`src/rtl/record_writer_pkg.sv`:
```
// Shared piano definitions: song-memory geometry, playback timing and the
// recorder FSM state encoding.
package record_writer_pkg;

  // Number of entries in the song memory.
  localparam int unsigned SongDepth = 26;

  // Width of a song-memory address.
  localparam int unsigned AddrW = 5;

  // Silent gap the playback block inserts between notes, in clk cycles.
  localparam int unsigned PlayGapCycles = 50_000_000;

  typedef enum logic [2:0] {
    StIdle,
    StArmed,
    StHold,
    StWrite,
    StTerm,
    StDone
  } rec_state_e;

endpackage

```
`src/rtl/record_writer.sv`:
```
// Captures held notes from the player and writes them into the song memory as
// (note, duration) entries, finishing with an end marker when stopped early.
module record_writer
  import record_writer_pkg::*;
#(
  parameter int unsigned DEPTH     = SongDepth,
  parameter int unsigned DUR_W     = 26,
  parameter int unsigned MIN_PRESS = 1_000_000
) (
  input  logic             clk,
  input  logic             rst,
  input  logic             start_button,
  input  logic             stop_button,
  input  logic             key_on_in,
  input  logic [3:0]       key_in,
  output logic             wr_en,
  output logic [AddrW-1:0] wr_addr,
  output logic [3:0]       wr_note,
  output logic [DUR_W-1:0] wr_duration,
  output logic             wr_isvalid,
  output logic             recording,
  output logic             full
);

  // One extra bit so the hold counter can saturate at 2^DUR_W.
  localparam int unsigned     CntW     = DUR_W + 1;
  localparam logic [CntW-1:0] CntMax   = CntW'(1) << DUR_W;
  localparam logic [CntW-1:0] MinPress = CntW'(MIN_PRESS);
  localparam logic [AddrW-1:0] LastAddr = AddrW'(DEPTH - 1);

  rec_state_e       state_q, state_d;
  logic [AddrW-1:0] addr_q, addr_d;
  logic             full_q, full_d;
  logic [3:0]       note_q, note_d;
  logic [CntW-1:0]  cnt_q, cnt_d;
  // Remembers a stop seen in HOLD so the pending write is followed by TERM.
  logic             stop_pend_q, stop_pend_d;

  logic            held;
  logic            long_press;
  logic [CntW-1:0] cnt_inc;

  assign held       = key_on_in && (key_in == note_q);
  assign long_press = (cnt_q >= MinPress);
  assign cnt_inc    = (cnt_q == CntMax) ? cnt_q : cnt_q + CntW'(1);

  // State and datapath registers; reset abandons any capture in progress.
  always_ff @(posedge clk or negedge rst) begin
    if (!rst) begin
      state_q     <= StIdle;
      addr_q      <= '0;
      full_q      <= 1'b0;
      note_q      <= 4'd0;
      cnt_q       <= '0;
      stop_pend_q <= 1'b0;
    end else begin
      state_q     <= state_d;
      addr_q      <= addr_d;
      full_q      <= full_d;
      note_q      <= note_d;
      cnt_q       <= cnt_d;
      stop_pend_q <= stop_pend_d;
    end
  end

  // Next-state logic; start restarts the recording from any state.
  always_comb begin
    state_d     = state_q;
    addr_d      = addr_q;
    full_d      = full_q;
    note_d      = note_q;
    cnt_d       = cnt_q;
    stop_pend_d = stop_pend_q;

    if (start_button) begin
      state_d     = StArmed;
      addr_d      = '0;
      full_d      = 1'b0;
      stop_pend_d = 1'b0;
    end else begin
      unique case (state_q)
        StIdle, StDone: ;
        StArmed: begin
          if (stop_button) begin
            state_d = StTerm;
          end else if (key_on_in && (key_in != 4'd0)) begin
            note_d  = key_in;
            cnt_d   = CntW'(1);
            state_d = StHold;
          end
        end
        StHold: begin
          if (stop_button) begin
            state_d     = long_press ? StWrite : StTerm;
            stop_pend_d = long_press;
          end else if (held) begin
            cnt_d = cnt_inc;
          end else begin
            // Release or note change; short presses are dropped.
            state_d = long_press ? StWrite : StArmed;
          end
        end
        StWrite: begin
          stop_pend_d = 1'b0;
          if (addr_q == LastAddr) begin
            full_d  = 1'b1;
            state_d = StDone;
          end else begin
            addr_d  = addr_q + AddrW'(1);
            state_d = (stop_pend_q || stop_button) ? StTerm : StArmed;
          end
        end
        StTerm: begin
          state_d = StDone;
        end
        default: begin
          state_d = StIdle;
        end
      endcase
    end
  end

  // Write port and status outputs, decoded from registered state only.
  always_comb begin
    wr_en       = 1'b0;
    wr_addr     = addr_q;
    wr_note     = 4'd0;
    wr_duration = '0;
    wr_isvalid  = 1'b0;
    full        = full_q;
    recording   = (state_q == StArmed) || (state_q == StHold) ||
                  (state_q == StWrite) || (state_q == StTerm);
    if (state_q == StWrite) begin
      wr_en       = 1'b1;
      wr_note     = note_q;
      wr_isvalid  = 1'b1;
      // Playback sounds an entry for duration+1 cycles; count is at least 1.
      wr_duration = DUR_W'(cnt_q - CntW'(1));
    end else if ((state_q == StTerm) && !full_q) begin
      // End marker: all fields zero, isvalid low.
      wr_en = 1'b1;
    end
  end

endmodule

```
`config.mk`:
```
export PLATFORM = sky130hd
export DESIGN_NAME = record_writer
export DESIGN_NICKNAME = d
export VERILOG_FILES = /design/src/rtl/record_writer_pkg.sv /design/src/rtl/record_writer.sv
export SDC_FILE = /design/constraint.sdc
export NUM_CORES = 1
export LEC_CHECK = 0
export CORE_MARGIN = 10
export CORE_UTILIZATION = 35
export CTS_CLUSTER_DIAMETER = 60
export DETAILED_ROUTE_END_ITERATION = 16
export PLACE_DENSITY = 0.66
export SKIP_CTS_REPAIR_TIMING = 1
export SLEW_MARGIN = 20
export SYNTH_ARGS = -nofsm -noshare
export SYNTH_HDL_FRONTEND = slang
export SYNTH_SLANG_ARGS = --single-unit
```
`constraint.sdc`:
```
create_clock -name clk -period 4.7 [get_ports clk]
set_clock_uncertainty 0.2 [all_clocks]
set_input_delay 1.41 -clock clk [delete_from_list [all_inputs] [get_ports clk]]
set_output_delay 1.41 -clock clk [all_outputs]
set_load 0.05 [all_outputs]
```
* Yosys cells after proc, flatten, opt, wreduce, memory -nomap -nowiden
Index checks and enable logic that the tools add are counted.
Widths: inputs -> output; s select.
** Operators by class
- Mux-type cells :: 30
- Eq/ne operators :: 18
- Add/subtract/negate cells :: 3
- Reduce and logical (&&, ||, !) cells :: 21
- Bitwise gates (word level) :: 2
- $lt $le $gt $ge :: 1
** Operators with widths (count)
- $mux 27 :: 5
- $pmux 27 s2 :: 1
- $add 27x1->27 const B :: 1
- $eq 27x27->1 const B :: 1
- $ge 27x20->1 const B :: 1
- $mux 26 :: 1
- $sub 26x1->26 const B :: 1
- $mux 3 :: 8
- $mux 5 :: 3
- $pmux 3 s5 :: 1
- $ne 2x2->1 const B :: 7
- $mux 1 :: 8
- $ne 4x4->1 const B :: 2
- $reduce_and 7->1 :: 1
- $eq 3x2->1 const B :: 2
- $eq 3x3->1 const B :: 2
- $reduce_and 2->1 :: 3
- $reduce_bool 2->1 :: 3
- $add 5x1->5 const B :: 1
- $eq 5x5->1 const B :: 1
- $eq 4x4->1 :: 1
- $logic_or 1x1->1 :: 4
- $mux 4 :: 1
- $reduce_and 4->1 :: 1
- 12 further kinds :: 15
** Storage, ports and cells
- Register bits :: 41

* Longest topological paths before layout
Gate-level depths: netlist of run 1.
- Depth after elaboration :: 6
- Gate-level depth with buffers :: 9
- Depth with buffers taken out :: 8

* Worst setup path after synthesis of run 1
No wires, ideal clock.
- Path kind :: reg-to-output
- Start point :: register cnt_q[7]
- End point :: output port wr_duration[18]
- Stages on the path, launching flop included :: 9
- Arrival time :: 2927 ps
- Slack :: 163 ps
- Data required time :: 3090 ps
- Path through :: dfrtp_1 buf_2 or4_1 or2_1 buf_2 or2_1 buf_2 or3_1 a21oi_1
** Between the ends
- Word-level cells in the longest chain between the ends :: 2
** RTL lines
- start, declared :: RTL line record_writer.sv:35 : logic [CntW-1:0] cnt_q, cnt_d;
- start signal, assigned :: RTL line record_writer.sv:61 : cnt_q <= cnt_d;
- $sub 26x1->26 :: RTL line record_writer.sv:138 : wr_duration = DUR_W'(cnt_q - CntW'(1));
- $mux 26 :: RTL line record_writer.sv:133 : if (state_q == StWrite) begin
- end, declared :: RTL line record_writer.sv:19 : output logic [DUR_W-1:0] wr_duration,
Every way passes these cells.

* Worst setup path in the final report of run 1
- Start point :: register cnt_q[14]
- End point :: output port wr_duration[22]
The elaborated chain is that of the path after synthesis.

==> out/metrics.yaml, run 1 <==
status: "completed"
drt_iter0_drc: 233
routed_wl_um: 8610
synth_cells: 383
floorplan.die_area_mm2: 0.0131
worst_slew_pin_slew_ps: 1020
path_common_cell: "or4_4"
endpoint_kind: "output pin"
fmax_ghz: 0.222
yosys_most_used_dff: "dfrtp_1"
slew_headroom_pct: 31.6
comb_power_share_pct: 34.8
ys_seq_area_share_pct: 32.9
postSynthAreaPerCell_um2: 8.14
start_util_pct: 35.9
power_density_mw_per_mm2: 291
grtUsageMet2_pct: 21.4
setup_viol_count_final: 0
rsz0062_at_grt: "false"
intPower_uw: 728
fin_crit_ps: 4500
critical_path_arrival_ps: 2890
swShare_pct: 34.8
max_stage_delay_ps: 590
htree_levels: 2
grt_max_degree: 42
ys_warn_count: 0
first_pass_iters: 5
yosys_register_bits: 41
area_growth_pct: 22.9
synthArstFlopShare_pct: 100
finalCritPeriodShare_pct: 95.8
power_frac_seq_pct: 38.0
final_common_cell: "nor2_1"
seq_area_mm2: 0.00103
critPathMaxFanout: 10
hold_class: "register to register"
die_w_um: 114
finalSetupTns_ps: 0
crit_required_ps: 3090
wl_per_cell_um: 16.5
clkSlewWorstSetupHoldPaths_ps: 80
hpwl_um: 6180
port_buffers: 47
routed-via-count: 2949
core_area_mm2: 0.00868
synth_edf_count: 0
diodes: 0
grt_pass1_vias: 2923
cts_tree: "done"
p_leak_nw: 1.52
grt_antenna_before_repair: 0
rows: 34
ios: 48
syn_nets: 397
worst_setup_path_start_kind: "register"
final_cell_mix: "56 x nor2_1, 41 x dfrtp_1, 33 x nand2_1"
vias_per_cell: 5.65
grt_use_total_pct: 13.2
slew_viol_final: 0
ys_types: 58
layout-drive-gt1-share_pct: 13.5
timing_hold_violations_final: 0
peakVddDrop_uv: 125
clockBufferDepth: 2
cts_made_buffers: 5
fp.dieH_um: 114
clock-sinks: 41
cpMaxStageDelayCell: "or4_4"
multi_input_area_mm2: 0.00191
power_mw: 1.12
grtUsageMet3_pct: 2.83
antenna_left: 0
grt_pass1_wl_um: 14500
max-cap-violations: 0
clock-root-buffer: "clkbuf_8"
pwr-share-clk_pct: 27.2
crit_type: "register to output pin"
gp_congestion: 0.850
overflow: 0
drc: 0
busiest_layer: "met2"
fill_cells: 853
p_sw_uw: 388
crit_path_cell_trace: "or4_4, or4_4, or2_1, or3_1, a21oi_1, buf_12"
clk_latency_ps: 290
fin_nets: 427
netlist_area_mm2: 0.00312
use_met1_pct: 17.2
-- area by class of cell --
class                      count  area share, %
clock buffer                   7           2.25
clock inverter                 1          0.784
inverter                       7          0.686
multi-input combinational    302           50.0
sequential                    41           26.8
tap                          108           3.53
timing repair buffer          56           16.0
-- power by group through the flow --
stage / registers, mW / clock network (mW) / logic (mW)
floorplan: 0.411 / 0 / 0.305
global placement: 0.427 / 0 / 0.387
detailed placement: 0.429 / 0 / 0.390
CTS: 0.423 / 0.306 / 0.392
global route: 0.429 / 0.320 / 0.432
finish: 0.424 / 0.304 / 0.388
-- cells in the mapped netlist (2+ instances only) --
cell	n	area [um^2]
nor3_1	11	55.1
or3_1	7	43.8
or4_1	3	22.5
and2_1	2	12.5
o21ai_0	18	90.1
nor2_2	2	12.5
nor2_1	56	210
ha_1	5	62.6
o21a_1	7	52.6
nor3b_1	3	22.5
or2_1	3	18.8
dfrtp_1	41	1030
nor4_1	5	31.3
buf_6	3	33.8
o31ai_1	6	45.0
inv_1	7	26.3
nand4_1	7	43.8
and3_1	8	50.1
clkbuf_1	21	78.8
nand3_1	8	40.0
nand2_1	33	124
a31oi_1	24	150
a21oi_1	19	95.1
or4_4	2	22.5
xor2_1	14	123
mux2_4	4	60.1
mux2i_1	2	20.0
and4_1	6	52.6
a21boi_0	2	15.0
nor4_2	3	37.5
nand2b_1	2	12.5
buf_2	7	35.0
xnor2_1	16	140
nand3b_1	2	15.0
-- state kept, by name, indices dropped and copies added, names as in the netlist --
name	count
wr_addr	5
stop_pend_q	1
cnt_q	27
full	1
state_q	3
note_q	4
-- worst max-delay path, delay by kind of cell, from the launching register on --
kind | cells | cell delay [ps]
buffers and inverters | 1 | 180
DFF | 1 | 500
AOI/OAI and AO/OA | 1 | 260
and+or+nand+nor | 4 | 1680
-- stage by stage --
step / instance area, um^2 / utilization, % / hold slack, ps / setup slack [ps] / cells
floorplan: 3120 / - / 289 / 163 / 383
global placement: 3710 / 42.8 / 314 / 554 / 514
detailed placement: 3710 / 42.8 / 321 / 523 / 514
CTS: 3830 / 44.1 / 342 / 189 / 522
global route: 3830 / 44.1 / 350 / 76.8 / 522
finish: 3830 / 44.1 / 338 / 198 / 522
-- metal layers --
layer / part of all wire (%) / vias to the layer above
li1: - / 1428
met1: 46 / 1405
met2: 46 / 107
met3: 6.8 / 9
met4: 1.5 / 0
met5: 0 / -
-- cell families after synthesis --
logic type               Yosys count  share of synthesized area [%]
flip-flops                        41                           32.9
AND/OR/NAND/NOR                  171                           29.5
AO/OA/AOI/OAI                     90                           18.7
adder cells (fa/ha/maj)            5                           2.01
buffers and inverters             40                           5.86
XOR/XNOR                          30                           8.43
multiplexers                       6                           2.57
-- path summary, 6_finish.rpt --
| kind | start | end | slack [ps] | cells past startpoint |
|---|---|---|---|---|
| max | cnt_q[14]$_DFFE_PN0P_ | wr_duration[22] | 200 | 6 |
| min | full$_DFFE_PN0P_ | full$_DFFE_PN0P_ | 340 | 2 |
| max reg2reg | state_q[0]$_DFFE_PN0P_ | note_q[1]$_DFFE_PN0P_ | 1610 | 6 |
| min reg2reg | full$_DFFE_PN0P_ | full$_DFFE_PN0P_ | 340 | 2 |
| max in group asynchronous | rst | cnt_q[8]$_DFFE_PN0P_ | 2650 | 1 |
| min in group asynchronous | rst | state_q[2]$_DFFE_PN0P_ | 1050 | 1 |
Power figures use the tool's default switching activity.
==> run 2: changes to the inputs <==
--- a/constraint.sdc
+++ b/constraint.sdc
@@ -4,2 +4,2 @@
 set_output_delay 1.41 -clock clk [all_outputs]
-set_load 0.05 [all_outputs]
+set_load 0.005 [all_outputs]
==> out/metrics.yaml, run 2 (synthesis gave the netlist of run 1 again) <==
final_area_mm2: 0.00381
cts_tree: "done"
hold_ws_ps: 333
ios: 48
critPathTopFamily: "simple AND/OR/NAND/NOR gates"
layout-drive-gt1-share_pct: 11.0
cp_num_buf_inv: 1
fp.dieH_um: 114
largest_reg_flops: 27
reg2reg_depth: 6
gp_congestion: 0.824
diodes: 0
slew_viol_final: 0
grt_antenna_before_repair: 0
crit_path_cell_trace: "or4_4, or4_4, or2_4, nor4_2, xnor2_1, nor2_1, clkdlybuf4s50_1"
grt_pass1_vias: 2870
worst_setup_path_start_kind: "register"
finalSetupTns_ps: 0
htree_levels: 2
floorplan.die_area_mm2: 0.0131
max_stage_delay_ps: 570
routed-via-count: 2989
core_area_mm2: 0.00868
critPathMaxFanout: 5
first_pass_iters: 5
vias_per_cell: 5.67
grt_max_degree: 42
timing_hold_violations_final: 0
power_density_mw_per_mm2: 293
crit_type: "register to output pin"
regMostFlops: "cnt_q"
antenna_left: 0
rows: 34
rsz0062_at_grt: "false"
die_w_um: 114
power_mw: 1.12
status: "completed"
clk_latency_ps: 300
clockBufferDepth: 2
area_growth_pct: 22.3
clock-sinks: 41
cpMaxStageDelayCell: "or4_4"
peakVddDrop_uv: 145
place_area_mm2: 0.00367
hold_class: "register to register"
fmax_ghz: 0.220
drc: 0
final_common_cell: "nor2_1"
port_buffers: 47
finish.utilization_pct: 43.9
wl_per_cell_um: 16.0
crit_cells: 7
final_cell_mix: "56 x nor2_1, 45 x clkdlybuf4s50_1, 41 x dfrtp_1"
slew_headroom_pct: 37.4
finalCritPeriodShare_pct: 96.9
critical_path_arrival_ps: 2940
fin_nets: 432
clkSlewWorstSetupHoldPaths_ps: 90
grt_pass1_wl_um: 14300
p_leak_nw: 1.51
crit_required_ps: 3090
overflow: 0
whs_path_depth: 2
clock-root-buffer: "clkbuf_8"
fin_crit_ps: 4550
hpwl_um: 6150
start_util_pct: 35.9
endpoint_kind: "output pin"
cts_made_buffers: 5
routed_wl_um: 8450
drt_iter0_drc: 182
grt_use_total_pct: 13.0
worst_slew_pin_slew_ps: 936
max-cap-violations: 0
path_common_cell: "or4_4"
setup_viol_count_final: 0
run 2: cell types whose count changed in the layout (fill, tap and decap cells not counted), sizes merged:
cell and change:
dlymetal6s2s +1, bufinv +1, clkbuf -2, clkinv +1, clkdlybuf4s50 +17, buf -13
run 2: tightest hold or removal path: cells and delay by family, from the launching register on:
kind,cells,cell delay (ps)
DFF,1,370
and+or+nand+nor,1,80
AOI/OAI and AO/OA,1,50
run 2: metal layers:
metal | vias up | GRT usage (%) | part of all wire, %
li1 | 1447 | - | -
met1 | 1415 | 16.5 | 43
met2 | 114 | 20.7 | 47
met3 | 13 | 3.88 | 8.2
met4 | 0 | 3.93 | 1.5
met5 | - | 0 | 0
run 2: final timing paths:
check | start | end | slack (ps)
min in group asynchronous | rst | note_q[2]$_DFFE_PN0P_ | 1040
min | full$_DFFE_PN0P_ | full$_DFFE_PN0P_ | 330
max in group asynchronous | rst | note_q[0]$_DFFE_PN0P_ | 2670
min reg2reg | full$_DFFE_PN0P_ | full$_DFFE_PN0P_ | 330
max reg2reg | state_q[0]$_DFFE_PN0P_ | note_q[3]$_DFFE_PN0P_ | 1550
max | cnt_q[15]$_DFFE_PN0P_ | wr_duration[23] | 150
run 2: final cells by class:
cell class,count,area (um^2)
Clock inverter,3,65.1
Sequential cell,41,1030
Fill cell,868,4860
Inverter,7,26.3
Clock buffer,5,68.8
Timing Repair Buffer,61,573
Tap cell,108,135
Multi-Input combinational cell,302,1920
run 2: where the power goes:
part           switching (mW)  total (mW)  internal, mW
Combinational           0.182       0.353         0.171
Clock                   0.131       0.342         0.211
Sequential             0.0414       0.421         0.379
Total                   0.354        1.12         0.761
run 2: through the flow:
step | std cells | setup WS [ps]
2_1_floorplan | 383 | 796
3_3_place_gp | 519 | 437
3_5_place_dp | 519 | 414
4_1_cts | 527 | 68.3
5_1_grt | 527 | 2.22
6_report | 527 | 146
